**config.mk**
```make
export PLATFORM = sky130hd
export DESIGN_NAME = hazard_forward_unit
export DESIGN_NICKNAME = d
export VERILOG_FILES = /design/src/rtl/hazard_forward_unit_pkg.sv /design/src/rtl/hazard_forward_unit_mult_stall_ctr.sv /design/src/rtl/hazard_forward_unit.sv
export SDC_FILE = /design/constraint.sdc
export NUM_CORES = 1
export LEC_CHECK = 0
export BUFFER_PORTS_ARGS = -buffer_cell sky130_fd_sc_hd__buf_2
export CAP_MARGIN = 0
export CORE_UTILIZATION = 41
export DETAILED_ROUTE_END_ITERATION = 6
export PLACE_DENSITY = 0.73
export SLEW_MARGIN = 40
export SYNTH_ARGS = -nofsm -noshare
export SYNTH_HDL_FRONTEND = slang
export SYNTH_SLANG_ARGS = --single-unit
```
**constraint.sdc**
```tcl
create_clock -name clk -period 1.7 [get_ports clk]
set_input_delay 0.17 -clock clk [delete_from_list [all_inputs] [get_ports clk]]
set_output_delay 0.17 -clock clk [all_outputs]
set_load 0.03 [all_outputs]
```
**src/rtl/hazard_forward_unit_pkg.sv**
```systemverilog
// Shared definitions for the hazard/forwarding controller and the EX operand muxes.
// Select encodings must match the mux wiring in EX.
package hazard_forward_unit_pkg;

  localparam logic [1:0] FWD_EXMEM = 2'd2;
  localparam logic [1:0] FWD_MEMWB = 2'd1;
  localparam logic [1:0] FWD_RF    = 2'd0;

  typedef enum logic {
    MULT_IDLE = 1'b0,
    MULT_BUSY = 1'b1
  } mult_state_t;

  // A load in EX has no result yet, so an EX match from a load falls through to MEM.
  function automatic logic [1:0] fwd_select(input logic ex_hit, input logic ex_mem_read,
                                            input logic mem_hit);
    if (ex_hit && !ex_mem_read) return FWD_EXMEM;
    else if (mem_hit)           return FWD_MEMWB;
    else                        return FWD_RF;
  endfunction

endpackage

```
**src/rtl/hazard_forward_unit_mult_stall_ctr.sv**
```systemverilog
// Multi-cycle multiply occupancy tracker: holds EX for MULT_LAT-1 cycles,
// then gives one release cycle in which a new multiply cannot start.
module mult_stall_ctr
  import hazard_forward_unit_pkg::*;
#(
  parameter int MULT_LAT = 3
) (
  input  logic clk,
  input  logic arst,
  input  logic start,
  output logic hold_ex,
  output logic mult_busy
);

  localparam int CNT_W = (MULT_LAT > 2) ? $clog2(MULT_LAT - 1) : 1;
  localparam logic MULTI_CYCLE = (MULT_LAT > 1);
  localparam logic [CNT_W-1:0] CNT_LOAD = MULTI_CYCLE ? CNT_W'(MULT_LAT - 2) : '0;

  mult_state_t      state_reg;
  logic [CNT_W-1:0] cnt_reg;
  logic             busy_reg;

  always_ff @(posedge clk or posedge arst) begin
    if (arst) begin
      state_reg <= MULT_IDLE;
      cnt_reg   <= '0;
      busy_reg  <= 1'b0;
    end else begin
      case (state_reg)
        MULT_IDLE: begin
          if (start && MULTI_CYCLE) begin
            state_reg <= MULT_BUSY;
            cnt_reg   <= CNT_LOAD;
            busy_reg  <= 1'b1;
          end
        end
        MULT_BUSY: begin
          if (cnt_reg != '0) begin
            cnt_reg <= cnt_reg - 1'b1;
          end else begin
            state_reg <= MULT_IDLE;
            busy_reg  <= 1'b0;
          end
        end
        default: begin
          state_reg <= MULT_IDLE;
          cnt_reg   <= '0;
          busy_reg  <= 1'b0;
        end
      endcase
    end
  end

  // Hold starts in the multiply's first EX cycle, before the FSM has left IDLE.
  assign hold_ex   = (state_reg == MULT_IDLE) ? (start & MULTI_CYCLE) : (cnt_reg != '0);
  assign mult_busy = busy_reg;

endmodule

```
**src/rtl/hazard_forward_unit.sv**
```systemverilog
// Forwarding-select registers, load-use detection and stall/flush generation
// for the 5-stage pipeline; multiply holds come from mult_stall_ctr.
module hazard_forward_unit
  import hazard_forward_unit_pkg::*;
#(
  parameter int REG_ADDR_W = 5,
  parameter int MULT_LAT   = 3
) (
  input  logic                  clk,
  input  logic                  arst,
  input  logic                  id_valid,
  input  logic [REG_ADDR_W-1:0] id_rs1,
  input  logic [REG_ADDR_W-1:0] id_rs2,
  input  logic                  ex_valid,
  input  logic                  ex_reg_write,
  input  logic                  ex_mem_read,
  input  logic                  ex_is_mult,
  input  logic [REG_ADDR_W-1:0] ex_rd,
  input  logic                  mem_reg_write,
  input  logic [REG_ADDR_W-1:0] mem_rd,
  output logic [1:0]            fwd_a_sel,
  output logic [1:0]            fwd_b_sel,
  output logic                  stall_if,
  output logic                  flush_id_ex,
  output logic                  hold_ex,
  output logic                  mult_busy
);

  logic [1:0][REG_ADDR_W-1:0] rs_addr;
  logic [1:0]                 ex_hit;
  logic [1:0]                 mem_hit;
  logic [1:0][1:0]            sel_bus;
  logic                       load_use;

  assign rs_addr = {id_rs2, id_rs1};

  mult_stall_ctr #(
    .MULT_LAT (MULT_LAT)
  ) u_mult_stall_ctr (
    .clk       (clk),
    .arst      (arst),
    .start     (ex_valid & ex_is_mult),
    .hold_ex   (hold_ex),
    .mult_busy (mult_busy)
  );

  genvar gi;
  generate
    for (gi = 0; gi < 2; gi++) begin : g_operand
      logic [1:0] sel_next;
      logic [1:0] sel_reg;

      // x0 is hardwired zero, so it never forwards.
      assign ex_hit[gi]  = ex_valid & ex_reg_write & (rs_addr[gi] != '0) & (ex_rd == rs_addr[gi]);
      assign mem_hit[gi] = mem_reg_write & (rs_addr[gi] != '0) & (mem_rd == rs_addr[gi]);

      always_comb begin
        sel_next = FWD_RF;
        if (id_valid) sel_next = fwd_select(ex_hit[gi], ex_mem_read, mem_hit[gi]);
      end

      always_ff @(posedge clk or posedge arst) begin
        if (arst) begin
          sel_reg <= FWD_RF;
        end else if (!hold_ex) begin
          sel_reg <= flush_id_ex ? FWD_RF : sel_next;
        end
      end

      assign sel_bus[gi] = sel_reg;
    end
  endgenerate

  assign load_use    = id_valid & ex_mem_read & (ex_hit[0] | ex_hit[1]);
  assign stall_if    = hold_ex | load_use;
  assign flush_id_ex = load_use & ~hold_ex;
  assign fwd_a_sel   = sel_bus[0];
  assign fwd_b_sel   = sel_bus[1];

endmodule
```
==> impl_metrics.yaml, run 1 <==
status:
  status: "complete, but fails checks"
  violations: "setup timing"
clock_tree:
  clockBufferDepth: 2
  clock-sinks: 7
  clk_latency_ns: 0.25
  h-tree-depth: 1
  clk_pin_slew_ns: 0.05
  cts_tree: "yes"
  cts_root_buffer: "clkbuf_4"
  numCtsBuffers: 3
synthesis:
  synth_top_area_share_pct: 29.7
  netlist_area_um2: 589
  synth_area_leaders: "dfrtp_1 30%, xnor2_1 18%, xor2_1 12%"
  synth_nets: 95
  netlist_top_cells_count: "12 x xnor2_1, 9 x nand2_1, 8 x xor2_1, 7 x dfrtp_1, 6 x nor4_1"
  async_reset_ff_share_pct: 100
  yosysSeqAreaShare_pct: 29.7
  synth.distinct_cells: 20
  ys_warn_count: 0
  yosysMostFrequentCell: "xnor2_1"
  avgSynthCellArea_um2: 8.80
  synth-edff-count: 0
  yosys.area.top_type: "dfrtp_1"
  syn_inst: 67
  ys_ff_latch: 7
  synth_ff_type: "dfrtp_1"
finish:
  antennaDiodeCount: 0
  regArea_um2: 175
  fin_nets: 147
  fill_cells: 97
  area_delta_synth_final_pct: 66.5
  stdcell_count: 133
  finish.utilization_pct: 74.5
  multi_input_area_um2: 447
  layout-drive-gt1-share_pct: 47.5
worst_setup_path:
  worstPathRequired_ns: 1.53
  crit_type: "in2out"
  start_kind: "primary input"
  critPathArrivalTime_ns: 1.55
  worst_setup_path_end_kind: "output port"
  crit_fanout: 3
sta:
  maxSlewViolCount: 0
  worst_slew_pin_slew_ns: 0.398
  fin_crit_ns: 1.72
  max_freq_mhz: 582
  rsz0062_at_grt: "yes"
  slew_headroom_pct: 73.3
  finalCritPeriodShare_pct: 101
  clock_skew_ns: 0.000892
  setup_slack_ns: -0.0174
  hold_violations: 0
  setup_violations: 2
detailed_routing:
  routed_wl_mm: 1.84
  drt_iter0_drc: 8
  dr.pass1.iters: 4
  drc: 0
  vias: 684
  final_antenna_net_count: 0
  wl_per_cell_um: 13.8
  viasPerCell: 5.14
placement:
  pre_cts_ws_ns: -0.0478
  place.gp.congestion: 0.780
  place_inst: 125
  dp_hpwl_mm: 1.33
  numPortBuffers: 35
power:
  vdd_drop_max_uv: 610
  power_density_nw_per_um2: 648
  leakagePower_uw: 0.000468
global_routing:
  grt_max_degree: 10
  grt-ovfl-total: 0
  antenna_found_initial: 0
  grtUsageTotal_pct: 26.1
  grt_pass1_wl_mm: 2.70
  grt_pass1_vias: 631
floorplanning:
  die_w_um: 39.9
  fp.coreArea_um2: 1320
  pin_count: 36
  start_util_pct: 44.7
  die_area_um2: 1590
  core.rowCount: 13
  die_y_um: 39.9
run:
  cap_violations: 0
worst_hold_path:
  min_path_type: "in2reg"
-- layout make-up --
| cell class | count | area share, % |
|---|---|---|
| Tap cell | 15 | 1.91 |
| Timing Repair Buffer | 47 | 30.9 |
| Sequential cell | 7 | 17.9 |
| Multi-Input combinational cell | 57 | 45.5 |
| Clock buffer | 4 | 2.68 |
| Inverter | 3 | 1.15 |
-- final timing paths --
kind	slack, ns	cells after the start	startpoint	to
worst max-delay path	-0.02	7	id_rs1[1]	stall_if
worst min-delay path	0.19	3	ex_is_mult	u_mult_stall_ctr.cnt_reg$_DFFE_PP0P_
worst max register to register	0.32	5	u_mult_stall_ctr.state_reg$_DFF_PP0_	fwd_a_sel[0]$_DFFE_PP0N_
worst min register to register	0.48	1	u_mult_stall_ctr.state_reg$_DFF_PP0_	u_mult_stall_ctr.cnt_reg$_DFFE_PP0P_
max in group asynchronous	1.11	3	arst	fwd_a_sel[1]$_DFFE_PP0N_
min in group asynchronous	0.38	3	arst	u_mult_stall_ctr.state_reg$_DFF_PP0_
-- routing by layer --
| metal | part of all wire (%) | global-route usage (%) |
|---|---|---|
| met4 | 0.76 | 7.76 |
| met1 | 42 | 34.1 |
| met2 | 52 | 44.0 |
| met3 | 5.5 | 3.41 |
| met5 | 0 | 0 |
-- stage by stage --
stage          hold WS (ns)  setup TNS (ns)  cell area, um^2  total power (uW)
6_report              0.187         -0.0254              981               635
5_1_grt               0.218         -0.0686              981               679
4_1_cts               0.190               0              940               623
3_5_place_dp          0.105          -0.163              843               452
3_3_place_gp         0.0965         -0.0996              843               446
2_1_floorplan       -0.0266               0              589               349
-- critical path, cell delays in order --
cell and delay [ns]:
buf_8 0.10, or4_4 0.53, nor2_4 0.13, nor4_4 0.07, o21a_1 0.23, a21o_1 0.18, buf_6 0.14
-- layout by cell type, fill, tap and decap left out, drive strengths merged, types with 2 or more instances in the layout --
master and count:
a22o 2, inv 3, xnor2 12, nor4 6
nand3b 4, xor2 8, nor2 3, nand3 3
nand2 9, dfrtp 7, or4 2, clkbuf 4
buf 46, o41ai 2
-- power breakdown --
part	total (uW)	internal, uW	switching, uW
clock network	152	89.7	62.8
logic	278	118	160
registers	205	191	13.9
-- kinds of logic after synthesis --
logic type / synth area share (%)
flip-flops: 29.7
XOR/XNOR: 29.7
AND/OR/NAND/NOR: 28.5
AO/OA/AOI/OAI: 10.2
buffers and inverters: 1.91
-- repair_timing --
| action | 4_1_cts | 5_1_grt |
|---|---|---|
| cloned | 0 | 0 |
| pin swaps | 6 | 3 |
| buffers inserted | 2 | 1 |
| hold buffers | 1 | 0 |
| endpoints found under the hold margin | 7 | 0 |
| gates resized for setup | 11 | 8 |
| setup endpoints to repair | 2 | 3 |
No activity file was read; power rests on OpenSTA's default activity.
==> inputs of run 2 (changes only) <==
SETUP_SLACK_MARGIN = 0.4   (was unset)
==> run 2 against run 1 <==
The flow still finishes with violations (setup timing). Cell count rose by 7.5%. Setup slack lost 0.025 ns. Critical path depth unchanged. Cell area increased by 14%. Worst hold slack worse by 0.0097 ns. Power increased by 14%. Critical path type unchanged. Highest routed layer unchanged.
==> impl_metrics.yaml, run 2 (synthesis results as in run 1) <==
status:
  status: "complete, but fails checks"
  violations: "setup timing"
finish:
  final_common_cell: "buf_2"
  antennaDiodeCount: 0
  final_cell_area_um2: 1120
  area_delta_synth_final_pct: 89.6
  stdcell_count: 143
  final_cell_mix: "29 x buf_2, 19 x buf_4, 12 x xnor2_1"
  fin_nets: 157
  layout-drive-gt1-share_pct: 56.3
  finish.utilization_pct: 84.8
placement:
  place.gp.congestion: 0.732
  dpl-instance-area_um2: 883
  dp_hpwl_mm: 1.43
  place_inst: 126
  numPortBuffers: 35
  pre_cts_ws_ns: -0.0936
detailed_routing:
  vias: 752
  drt_iter0_drc: 20
  final_antenna_net_count: 0
  dr.pass1.iters: 4
  drc: 0
  wl_per_cell_um: 14.5
  viasPerCell: 5.26
  routed_wl_mm: 2.08
worst_setup_path:
  r2r_start: "u_mult_stall_ctr.state_reg$_DFF_PP0_"
  crit_fanout: 3
  slowest_stage: "or4_4"
  crit_chain: "buf_8, or4_4, nor2_4, nor4_4, o21a_2, a21o_4, buf_6"
  critPathArrivalTime_ns: 1.57
  worstPathRequired_ns: 1.53
  crit_type: "in2out"
  worst_setup_path_end_kind: "output port"
  cp_slowest_stage_delay_ns: 0.54
  cp-startpoint: "id_rs1[1]"
  start_kind: "primary input"
sta:
  maxSlewViolCount: 0
  hold_violations: 0
  worst_slew_pin_slew_ns: 0.455
  rsz0062_at_grt: "yes"
  slew_headroom_pct: 69.4
  max_freq_mhz: 574
  setup_slack_ns: -0.0424
  clock_skew_ns: 0.00421
  finalCritPeriodShare_pct: 102
  setup_violations: 1
  fin_crit_ns: 1.74
floorplanning:
  core.rowCount: 13
  die_w_um: 39.9
  fp.coreArea_um2: 1320
  die_area_um2: 1590
  start_util_pct: 44.7
  die_y_um: 39.9
  pin_count: 36
global_routing:
  grt_pass1_wl_mm: 2.59
  grtUsageTotal_pct: 25.3
  grt_pass1_vias: 613
  antenna_found_initial: 0
  grt_max_degree: 8
  grt-ovfl-total: 0
worst_hold_path:
  min_path_type: "in2reg"
  worstHoldStart: "ex_is_mult"
power:
  power_density_nw_per_um2: 647
  vdd_drop_max_uv: 762
  leakagePower_uw: 0.000533
  p_total_uw: 723
clock_tree:
  clk_pin_slew_ns: 0.05
  h-tree-depth: 1
  numCtsBuffers: 3
  clk_latency_ns: 0.26
  cts_tree: "yes"
  clock-sinks: 7
  clockBufferDepth: 2
  cts_root_buffer: "clkbuf_4"
run:
  cap_violations: 0
[run 2: repair_timing]
item | 4_1_cts | 5_1_grt
endpoints found under the hold margin | 7 | 0
cloned | 0 | 0
hold buffers | 1 | 0
pin swaps | 7 | 3
resized for setup | 13 | 10
buffers inserted | 7 | 5
endpoints found under the setup margin | 5 | 7
[run 2: final cells by class]
cell class,count,area [um^2]
Clock buffer,4,26.3
Fill cell,81,200
Inverter,3,11.3
Multi-Input combinational cell,57,494
Sequential cell,7,175
Tap cell,15,18.8
Timing Repair Buffer,57,392
[run 2: worst max-delay path: cells and delay by family]
family	cells	cell delay, ns
and+or+nand+nor	3	0.73
buffers and inverters	2	0.23
AOI/OAI and AO/OA	2	0.43
[run 2: report_power, final]
group	internal [uW]	switching, uW	leakage (uW)
sequential	191	13.6	0.0000920
clock	89.9	67.4	0.0000150
combinational	173	188	0.000426
[run 2: final timing paths]
kind | to | slack (ns) | cells after the start
setup / recovery | stall_if | -0.04 | 7
hold / removal | u_mult_stall_ctr.cnt_reg$_DFFE_PP0P_ | 0.18 | 3
setup reg to reg | fwd_b_sel[0]$_DFFE_PP0N_ | 0.36 | 5
hold reg to reg | fwd_b_sel[0]$_DFFE_PP0N_ | 0.49 | 2
max in group asynchronous | u_mult_stall_ctr.cnt_reg$_DFFE_PP0P_ | 1.08 | 3
min in group asynchronous | fwd_a_sel[0]$_DFFE_PP0N_ | 0.40 | 3
[run 2: layer usage]
layer / share of wire [%] / up-vias / GRT usage, %
met5: 0 / - / 0
met4: 0.53 / 0 / 10.3
met3: 3.9 / 2 / 5.11
met2: 52 / 25 / 42.3
met1: 44 / 360 / 31.1
li1: - / 365 / -
[run 2: per-stage QoR]
| stage | hold slack [ns] | TNS [ns] |
|---|---|---|
| 2_1_floorplan | -0.0266 | 0 |
| 3_3_place_gp | 0.104 | -0.0880 |
| 3_5_place_dp | 0.110 | -0.231 |
| 4_1_cts | 0.176 | -0.0342 |
| 5_1_grt | 0.227 | -0.104 |
| 6_report | 0.178 | -0.0424 |
